File: src/rtl/id_hazard_scoreboard_if.sv
// rtl/id_hazard_scoreboard_if.sv - ID-stage hazard scoreboard signal bundle
interface id_hazard_scoreboard_if #(
    parameter int REG_W = 5,
    parameter int CNT_W = 16
);
    logic             i_id_valid;
    logic [REG_W-1:0] i_id_rs;
    logic [REG_W-1:0] i_id_rt;
    logic [REG_W-1:0] i_id_rd;
    logic             i_id_uses_rs;
    logic             i_id_uses_rt;
    logic             i_dest_sel;
    logic             i_reg_write;
    logic             i_mem_read;
    logic             i_flush;
    logic             i_hold;
    logic             o_stall;
    logic [REG_W-1:0] o_ex_dest;
    logic [1:0]       o_fwd_rs_sel;
    logic [1:0]       o_fwd_rt_sel;
    logic [CNT_W-1:0] o_stall_cycles;

    modport master (
        output i_id_valid, i_id_rs, i_id_rt, i_id_rd, i_id_uses_rs, i_id_uses_rt,
               i_dest_sel, i_reg_write, i_mem_read, i_flush, i_hold,
        input  o_stall, o_ex_dest, o_fwd_rs_sel, o_fwd_rt_sel, o_stall_cycles
    );

    modport slave (
        input  i_id_valid, i_id_rs, i_id_rt, i_id_rd, i_id_uses_rs, i_id_uses_rt,
               i_dest_sel, i_reg_write, i_mem_read, i_flush, i_hold,
        output o_stall, o_ex_dest, o_fwd_rs_sel, o_fwd_rt_sel, o_stall_cycles
    );
endinterface

File: src/rtl/id_hazard_scoreboard.sv
// rtl/id_hazard_scoreboard.sv - decode-stage hazard stall and forwarding-select scoreboard
// Optional FORWARDING_EN: load-use-only stalls with registered EX forwarding selects.
module id_hazard_scoreboard #(
    parameter int REG_W = 5,
    parameter int CNT_W = 16
) (
    input logic                   i_clk,
    input logic                   i_reset,
    id_hazard_scoreboard_if.slave bus
);
    logic [REG_W-1:0] id_dest;
    logic             id_writes;
    logic             ex_valid;
    logic [REG_W-1:0] ex_dest;
    logic             mem_valid;
    logic [REG_W-1:0] mem_dest;
    logic             rs_ex, rt_ex, rs_mem, rt_mem;
    logic             stall;
    logic             accept;
    logic [CNT_W-1:0] stall_cnt;

    // Same RT/RD choice as the datapath destination mux.
    assign id_dest   = bus.i_dest_sel ? bus.i_id_rt : bus.i_id_rd;
    assign id_writes = bus.i_id_valid && bus.i_reg_write && (id_dest != '0);

    assign rs_ex  = bus.i_id_uses_rs && (bus.i_id_rs != '0) && ex_valid  && (ex_dest  == bus.i_id_rs);
    assign rt_ex  = bus.i_id_uses_rt && (bus.i_id_rt != '0) && ex_valid  && (ex_dest  == bus.i_id_rt);
    assign rs_mem = bus.i_id_uses_rs && (bus.i_id_rs != '0) && mem_valid && (mem_dest == bus.i_id_rs);
    assign rt_mem = bus.i_id_uses_rt && (bus.i_id_rt != '0) && mem_valid && (mem_dest == bus.i_id_rt);

`ifdef FORWARDING_EN
    logic       ex_load;
    logic [1:0] fwd_rs_sel, fwd_rt_sel;

    assign stall = bus.i_id_valid && !bus.i_flush && (rs_ex || rt_ex) && ex_load;
`else
    logic unused_mem_read;

    assign unused_mem_read = bus.i_mem_read;
    assign stall = bus.i_id_valid && !bus.i_flush && (rs_ex || rt_ex || rs_mem || rt_mem);
`endif

    assign accept = bus.i_id_valid && !stall && !bus.i_flush;

    always_ff @(posedge i_clk) begin
        if (i_reset) begin
            ex_valid  <= 1'b0;
            ex_dest   <= '0;
            mem_valid <= 1'b0;
            mem_dest  <= '0;
            stall_cnt <= '0;
`ifdef FORWARDING_EN
            ex_load    <= 1'b0;
            fwd_rs_sel <= 2'b00;
            fwd_rt_sel <= 2'b00;
`endif
        end else begin
            if (!bus.i_hold) begin
                mem_valid <= ex_valid;
                mem_dest  <= ex_dest;
                if (accept) begin
                    ex_valid <= id_writes;
                    ex_dest  <= id_dest;
`ifdef FORWARDING_EN
                    ex_load    <= bus.i_mem_read;
                    // EX producer is younger, so it wins over MEM.
                    fwd_rs_sel <= rs_ex ? 2'b01 : (rs_mem ? 2'b10 : 2'b00);
                    fwd_rt_sel <= rt_ex ? 2'b01 : (rt_mem ? 2'b10 : 2'b00);
`endif
                end else begin
                    ex_valid <= 1'b0;
                    ex_dest  <= '0;
`ifdef FORWARDING_EN
                    ex_load    <= 1'b0;
                    fwd_rs_sel <= 2'b00;
                    fwd_rt_sel <= 2'b00;
`endif
                end
            end
            if (stall && (stall_cnt != {CNT_W{1'b1}})) begin
                stall_cnt <= stall_cnt + 1'b1;
            end
        end
    end

    assign bus.o_stall        = stall;
    assign bus.o_ex_dest      = ex_dest;
    assign bus.o_stall_cycles = stall_cnt;
`ifdef FORWARDING_EN
    assign bus.o_fwd_rs_sel = fwd_rs_sel;
    assign bus.o_fwd_rt_sel = fwd_rt_sel;
`else
    assign bus.o_fwd_rs_sel = 2'b00;
    assign bus.o_fwd_rt_sel = 2'b00;
`endif
endmodule

File: src/flat_wrapper.sv
// flat-port wrapper written by rule: the top's interface ports become plain ports
module id_hazard_scoreboard_flat 
#(
    parameter int REG_W = 5,
    parameter int CNT_W = 16
)
  (i_clk, i_reset, bus_i_id_valid, bus_i_id_rs, bus_i_id_rt, bus_i_id_rd, bus_i_id_uses_rs, bus_i_id_uses_rt, bus_i_dest_sel, bus_i_reg_write, bus_i_mem_read, bus_i_flush, bus_i_hold, bus_o_stall, bus_o_ex_dest, bus_o_fwd_rs_sel, bus_o_fwd_rt_sel, bus_o_stall_cycles);
  id_hazard_scoreboard_if #(.REG_W(REG_W), .CNT_W(CNT_W)) bus_i ();
  input logic i_clk;
  input logic i_reset;
  input wire logic [$bits(bus_i.i_id_valid)-1:0] bus_i_id_valid;
  input wire logic [$bits(bus_i.i_id_rs)-1:0] bus_i_id_rs;
  input wire logic [$bits(bus_i.i_id_rt)-1:0] bus_i_id_rt;
  input wire logic [$bits(bus_i.i_id_rd)-1:0] bus_i_id_rd;
  input wire logic [$bits(bus_i.i_id_uses_rs)-1:0] bus_i_id_uses_rs;
  input wire logic [$bits(bus_i.i_id_uses_rt)-1:0] bus_i_id_uses_rt;
  input wire logic [$bits(bus_i.i_dest_sel)-1:0] bus_i_dest_sel;
  input wire logic [$bits(bus_i.i_reg_write)-1:0] bus_i_reg_write;
  input wire logic [$bits(bus_i.i_mem_read)-1:0] bus_i_mem_read;
  input wire logic [$bits(bus_i.i_flush)-1:0] bus_i_flush;
  input wire logic [$bits(bus_i.i_hold)-1:0] bus_i_hold;
  output wire logic [$bits(bus_i.o_stall)-1:0] bus_o_stall;
  output wire logic [$bits(bus_i.o_ex_dest)-1:0] bus_o_ex_dest;
  output wire logic [$bits(bus_i.o_fwd_rs_sel)-1:0] bus_o_fwd_rs_sel;
  output wire logic [$bits(bus_i.o_fwd_rt_sel)-1:0] bus_o_fwd_rt_sel;
  output wire logic [$bits(bus_i.o_stall_cycles)-1:0] bus_o_stall_cycles;
  assign bus_i.i_id_valid = bus_i_id_valid;
  assign bus_i.i_id_rs = bus_i_id_rs;
  assign bus_i.i_id_rt = bus_i_id_rt;
  assign bus_i.i_id_rd = bus_i_id_rd;
  assign bus_i.i_id_uses_rs = bus_i_id_uses_rs;
  assign bus_i.i_id_uses_rt = bus_i_id_uses_rt;
  assign bus_i.i_dest_sel = bus_i_dest_sel;
  assign bus_i.i_reg_write = bus_i_reg_write;
  assign bus_i.i_mem_read = bus_i_mem_read;
  assign bus_i.i_flush = bus_i_flush;
  assign bus_i.i_hold = bus_i_hold;
  assign bus_o_stall = bus_i.o_stall;
  assign bus_o_ex_dest = bus_i.o_ex_dest;
  assign bus_o_fwd_rs_sel = bus_i.o_fwd_rs_sel;
  assign bus_o_fwd_rt_sel = bus_i.o_fwd_rt_sel;
  assign bus_o_stall_cycles = bus_i.o_stall_cycles;
  id_hazard_scoreboard #(.REG_W(REG_W), .CNT_W(CNT_W)) u_core (.i_clk(i_clk), .i_reset(i_reset), .bus(bus_i));
endmodule
File: config.mk
export PLATFORM = sky130hd
export DESIGN_NAME = id_hazard_scoreboard_flat
export DESIGN_NICKNAME = d
export VERILOG_FILES = /design/src/rtl/id_hazard_scoreboard_if.sv /design/src/rtl/id_hazard_scoreboard.sv /design/src/flat_wrapper.sv
export SDC_FILE = /design/constraint.sdc
export NUM_CORES = 1
export LEC_CHECK = 0
export BUFFER_PORTS_ARGS = -buffer_cell sky130_fd_sc_hd__buf_2
export CORE_AREA = 4 4 60 62
export CTS_BUF_LIST = sky130_fd_sc_hd__clkbuf_2 sky130_fd_sc_hd__clkbuf_4 sky130_fd_sc_hd__clkbuf_8
export DETAILED_ROUTE_END_ITERATION = 8
export DIE_AREA = 0 0 64 66
export PLACE_DENSITY = 0.94
export SLEW_MARGIN = 5
export SYNTH_ARGS = -nofsm -noshare
export SYNTH_HDL_FRONTEND = slang
export SYNTH_SLANG_ARGS = --single-unit
File: constraint.sdc
create_clock -name i_clk -period 6.7 [get_ports i_clk]
set_input_delay 1.34 -clock i_clk [delete_from_list [all_inputs] [get_ports i_clk]]
set_output_delay 1.34 -clock i_clk [all_outputs]
set_load 0.005 [all_outputs]
==> results of run 1 <==
## worst register-to-register path, delay by kind of cell, from the launching register on
family	cells	cell delay, ns
and+or+nand+nor	5	1.24
DFF	1	0.43
buffers and inverters	2	0.39
muxes	1	0.33
adders and majority gates	1	0.19
## placed cells by master (no fill, tap or decap), types with 2 or more instances in the layout
cell,count
buf_2,45
dfxtp_1,28
a21oi_1,18
nand3_1,13
xnor2_1,12
nand2_1,12
nor2_1,11
mux2i_1,11
o31ai_1,10
xor2_1,8
or4_1,7
nor2b_1,7
nor4_1,5
nand2b_1,5
or4_2,5
conb_1,4
nand4_1,3
clkbuf_4,3
o21ai_1,2
and4_1,2
mux2_2,2
mux2_4,2
## cell type report
cell class | count | share of cell area (%)
clock buffer | 4 | 1.88
inverter | 2 | 0.388
multi-input combinational | 151 | 53.9
sequential | 28 | 29.0
tap | 44 | 2.85
timing repair buffer | 46 | 12.0
## cell families (layout without fill, tap and decap cells)
| family | after synthesis | in the layout | share of synthesized area, % |
|---|---|---|---|
| flops | 28 | 28 | 33.4 |
| xor+xnor | 20 | 20 | 10.4 |
| mux | 15 | 15 | 9.69 |
| compound gates | 36 | 36 | 13.7 |
| simple gates | 75 | 75 | 26.5 |
| buf+inv | 15 | 52 | 5.22 |
| fa+ha+maj | 1 | 1 | 0.746 |
| other cells | 1 | 4 | 0.223 |
## path summary, 6_finish.rpt
check | from | end | slack [ns] | cells after the start
worst max-delay path | bus_i_id_rs[0] | bus_o_stall | 2.08 | 8
worst min-delay path | u_core.ex_valid | u_core.ex_valid | 0.50 | 2
worst max register to register | u_core.bus.o_stall_cycles[1] | u_core.bus.o_stall_cycles[2] | 4.02 | 9
worst min register to register | u_core.ex_valid | u_core.ex_valid | 0.50 | 2
## per-stage QoR
step           hold WS [ns]  utilization (%)  cells
2_1_floorplan         0.445                -    194
3_3_place_gp          0.468             62.6    271
3_5_place_dp          0.480             62.6    271
4_1_cts               0.502             63.8    275
5_1_grt               0.517             63.8    275
6_report              0.498             63.8    275
## layer usage
metal | wire length, um | up-vias | GRT usage (%)
li1 | - | 767 | -
met1 | 1630 | 703 | 22.9
met2 | 1890 | 65 | 32.8
met3 | 309 | 6 | 3.40
met4 | 35 | 0 | 6.20
met5 | 0 | - | 0
## flip-flops by register name, summed over array words and instances, names as in the netlist
| register | count |
|---|---|
| u_core.mem_valid | 1 |
| u_core.bus.o_stall_cycles | 16 |
| u_core.mem_dest | 5 |
| u_core.ex_valid | 1 |
| u_core.bus.o_ex_dest | 5 |
## power by group through the flow
stage	combinational (mW)	sequential, mW	clock (mW)
floorplan	0.0210	0.173	0
global route	0.0368	0.170	0.0921
finish	0.0333	0.170	0.0817
CTS	0.0333	0.170	0.0837
detailed placement	0.0331	0.173	0
global placement	0.0322	0.173	0
==> run metrics, run 1 <==
Tot GR Track Use 18.7%; DR vias/cell 5.60; iteration-0 DRC count of the detailed router 93; vias 1541; Post-Synthesis Cells approximately 190; setup bufs post-CTS 0; Net Switching just under 70 uW; drt total wl 3.86 mm; Worst path max stage delay between 0.5 and 0.6 ns; antenna violations before repair 0; Reg area ~560 um2; vias in the first global route 1375; outcome finished, final reports clean; setup_tns 0 ns; Hold Fails Final Rpt 0; # fillers between 200 and 300; critical path, cell by cell buf_2, or4_1, o21ai_1, nor4_1, o21a_2, o21ai_4, inv_2, buf_2; cell mode on critical path buf_2; Top delay family on crit path compound AO/OA/AOI/OAI gates; Slowest-stage cell, CP or4_1; unrepaired setup endpoints after global routing false; std cell rows 20; Num CTS Buffers 3; Synth top area share 33.4%; critical path arrival roughly 3.3 ns; switching share of power between 20% and 30%; critical path required time between 5 and 6 ns; Internal Power 217 uW; clock sink total 28; top post-synthesis cells by count dfxtp_1 (28), a21oi_1 (18), nand3_1 (13), nand2_1 (12), xnor2_1 (12); Least-Margin Pin Slew between 0.5 and 0.6 ns; total power ~280 uW; Pwr per Cell Area 147 mW/mm2; H-tree depth 1; DRC 0; GP Congestion about 0.88; f_max roughly 220 MHz; fin. max-slew vios 0; Avg WL per Cell between 10 and 15 um; Seq pwr share between 50 and 60%; DPL Wire Length roughly 2.9 mm; CP Buf/Inv Count 3; largest net degree at the start of global routing 33; number of port buffers 45; clock network power share between 20% and 30%; register bit count reported by yosys 28; CP max FO 25; worst slack at placement approximately 2.1 ns; Slew headroom between 60% and 70%; Die Wd around 64 um; Setup CP Type input pin to output pin; critical path endpoint category output pin; area of the multi-input gates around 0.0010 mm2; clock skew between 0.007 and 0.008 ns; Die H ~66 um; die area 0.00422 mm2; worst vdd ir ~0.092 mV; Seq/Total Area, Yosys approximately 33%; I/O Pins between 50 and 60; first-pass GRT wire length about 6.3 mm; final setup vio count 0; nets approximately 260; Worst-Skew Late Latency around 0.33 ns; Post-DP Area between 0.0015 and 0.002 mm2; synthesized area roughly 0.0017 mm2; worst-case clock buffer depth 2; number of synthesized flops with an enable pin 0; ys async rst share 0%; ys flop type dfxtp_1; post-route ant nets 0; fraction of layout instances using a drive strength above 1 around 29%; Distinct cells, synth 38; # Max-Cap Violations 0; Area Overhead vs Synth 15.2%; part of the power in combinational logic 11.7%; starting density of the core between 50% and 60%; CTS root buf clkbuf_4; CTS tree done; n_diodes 0; Core ar. roughly 0.003 mm2; Pleak between 0.7 and 0.8 nW; post-route cell area about 0.0019 mm2; Yosys top cell by area dfxtp_1; Ys Warns 0; DRT Pass-1 Iters 4; Worst-path clk slew about 0.14 ns; grt total ovfl 0; Worst Hold Class flop to flop; final period utilization between 60% and 70%; Final min period about 4.6 ns; post-route setup slack roughly 2.1 ns; post-cts gate resize count 0; Setup crit start kind input pin; most common cell in the synthesized netlist dfxtp_1; Mean Syn Cell Area 8.78 um2; largest cells by area after synthesis dfxtp_1 (33%), mux2i_1 (6.6%), xnor2_1 (6.3%); Hold-fix buffers, CTS 0
Note: power is estimated with default switching activity, not from simulation.
==> run 2, diff against run 1 <==
CORE_AREA = 4 4 65 67   (was 4 4 60 62)
DIE_AREA = 0 0 69 71   (was 0 0 64 66)
PLACE_DENSITY = 0.85   (was 0.94)
clock period = 3.8 ns   (was 6.7 ns; I/O delays follow)
==> run 2 against run 1 <==
Sequential power grew 76%. Worst hold slack lost 0.013 ns. Register-to-register slack lost 3.0 ns. Die area grew 16%. Via count grew 0.39%. Non-clock buffer count grew 1. Worst setup slack lost 1.3 ns. Flip-flop and latch count is the same. Global-route usage shrank 3.2 points.
==> run metrics, run 2 (synthesis gave the netlist of run 1 again) <==
outcome finished, final reports clean; Seq pwr share 55.6% (-4.0 points); Cell Count, Final, Fillers Out 280 (+1.8%); Pwr per Cell Area 274 mW/mm2 (+86%); reg2reg end u_core.bus.o_stall_cycles[2]; fraction of layout instances using a drive strength above 1 28.9% (+0.31 points); n_diodes 0 (unchanged); # fillers 369 (+37%); Hold-fix buffers, CTS 0 (unchanged); unrepaired setup endpoints after global routing false; Die Wd 69 um (+7.8%); worst slack at placement 0.748 ns (-1.35 ns); Setup CP Type input pin to output pin; Area Overhead vs Synth 17.1%; Die H 71 um (+7.6%); fin. max-slew vios 0 (unchanged); worst-case clock buffer depth 2 (unchanged); std cell rows 22 (+10%); iteration-0 DRC count of the detailed router 71 (-24%); Setup crit start kind input pin; most frequent cells in the layout buf_2 (45), dfxtp_1 (28), a21oi_1 (18); DRC 0 (unchanged); Avg WL per Cell 14.0 um (-0.23%); Inst Count DP 276 (+1.8%); area of the multi-input gates 0.00104 mm2 (unchanged); largest net degree at the start of global routing 33 (unchanged); first-pass GRT wire length 6.58 mm (+4.1%); critical path, cell by cell buf_2, or4_1, o21ai_2, nor4_1, o21a_2, o21ai_4, inv_2, buf_2; critical path endpoint category output pin; grt total ovfl 0 (unchanged); DRT Pass-1 Iters 5 (+1); Slew headroom 58.7% (-3.1 points); CTS tree done; part of the power in combinational logic 11.0% (-0.7 points); DR vias/cell 5.53 (-1.4%); DPL Wire Length 2.96 mm (+0.99%); critical path arrival 2.30 ns (-0.98 ns); GP Congestion 0.873 (-0.41%); FF-to-FF Start u_core.bus.o_stall_cycles[0]; Num CTS Buffers 3 (unchanged); post-route cell area 0.00196 mm2 (+1.6%); final setup vio count 0 (unchanged); # Max-Cap Violations 0 (unchanged); post-route ant nets 0 (unchanged); commonest non-fill, non-tap cell in the layout buf_2; setup_tns 0 ns (unchanged); R2R Setup Slk 1.03 ns (-2.99 ns); Critical path destination bus_o_stall; clock sink total 28 (unchanged); Net Switching 123 uW (+80%); I/O Pins 51 (unchanged); Worst-Skew Late Latency 0.27 ns (-0.06 ns); R2R cell count 9 (unchanged); critical path required time 3.04 ns (-2.32 ns); Slowest-stage cell, CP or4_1; nets 259 (+0.39%); CP startpoint bus_i_id_rt[0]; post-route setup slack 0.744 ns (-1.34 ns); Worst Hold Class flop to flop; worst vdd ir 0.196 mV (+110%); H-tree depth 1 (unchanged); Worst-path clk slew 0.09 ns (-0.05 ns); Worst path max stage delay 0.53 ns (+0.02 ns); vias in the first global route 1416 (+3.0%); total power 538 uW (+89%); max reg flops 16 (unchanged); vias 1547 (+0.39%); CP max FO 5 (-80%); cell mode on critical path buf_2; Least-Margin Pin Slew 0.618 ns (+0.0479 ns); number of port buffers 45 (unchanged); setup bufs post-CTS 0 (unchanged); clock skew 0.00275 ns (-0.00444 ns); die area 0.00490 mm2 (+16%); antenna violations before repair 0 (unchanged); post-cts gate resize count 0 (unchanged); Hold Fails Final Rpt 0 (unchanged); Tot GR Track Use 15.5% (-3.2 points); Final min period a little over 3 ns; final period utilization 80.4%; clock network power share 33.4% (+4.7 points); Internal Power 415 uW (+92%); switching share of power 22.8% (-1.1 points); f_max 327 MHz; CTS root buf clkbuf_8; Pleak 0.794 nW (+1.5%); drt total wl 3.92 mm (+1.6%); Reg area 561 um2 (unchanged); Post-DP Area 0.00191 mm2 (+0.66%); Core ar. 0.00363 mm2 (+20%); starting density of the core 46.2% (-9.2 points)
-- run 2: cell types whose count changed in the layout (fill, tap and decap cells not counted) --
cell / before / now
buf_4: 1 / 2
clkbuf_8: 1 / 4
clkbuf_4: 3 / 0
-- run 2: power by group through the flow --
stage | Combinational [mW] | Clock [mW] | Sequential (mW)
CTS | 0.0590 | 0.187 | 0.299
finish | 0.0593 | 0.180 | 0.299
global route | 0.0644 | 0.200 | 0.299
floorplan | 0.0370 | 0 | 0.305
global placement | 0.0571 | 0 | 0.306
detailed placement | 0.0589 | 0 | 0.306
-- run 2: worst max-delay path: cells and delay by family --
family | cells | cell delay (ns)
compound gates | 3 | 0.57
buf+inv | 3 | 0.34
simple gates | 2 | 0.62
-- run 2: layout make-up --
type                    instances  share of cell area (%)
well taps                      48                    3.06
multi-input cells             151                    53.0
clock buffers                   4                    2.80
repair buffers                 47                    12.2
flip-flops and latches         28                    28.5
inverters                       2                   0.382
-- run 2: worst min path at each step --
stage	cells past startpoint	start	endpoint	slack, ns
detailed placement	2	u_core.ex_valid	u_core.ex_valid	0.48
finish	2	u_core.ex_valid	u_core.ex_valid	0.49
global route	2	u_core.ex_valid	u_core.ex_valid	0.51
global placement	2	u_core.ex_valid	u_core.ex_valid	0.47
CTS	2	u_core.ex_valid	u_core.ex_valid	0.49
floorplan	2	u_core.ex_valid	u_core.ex_valid	0.44
-- run 2: per-layer routing --
metal	track usage, %	wire length [um]
met5	0	0
met1	18.9	1780
met4	3.25	10
met3	4.40	318
met2	27.1	1820
-- run 2: per-stage QoR --
step                      util (%)  hold WS [ns]
after floorplan                  -         0.445
after global placement        52.5         0.466
after detailed placement      52.5         0.479
after CTS                     54.1         0.492
after global routing          54.1         0.506
final                         54.1         0.485
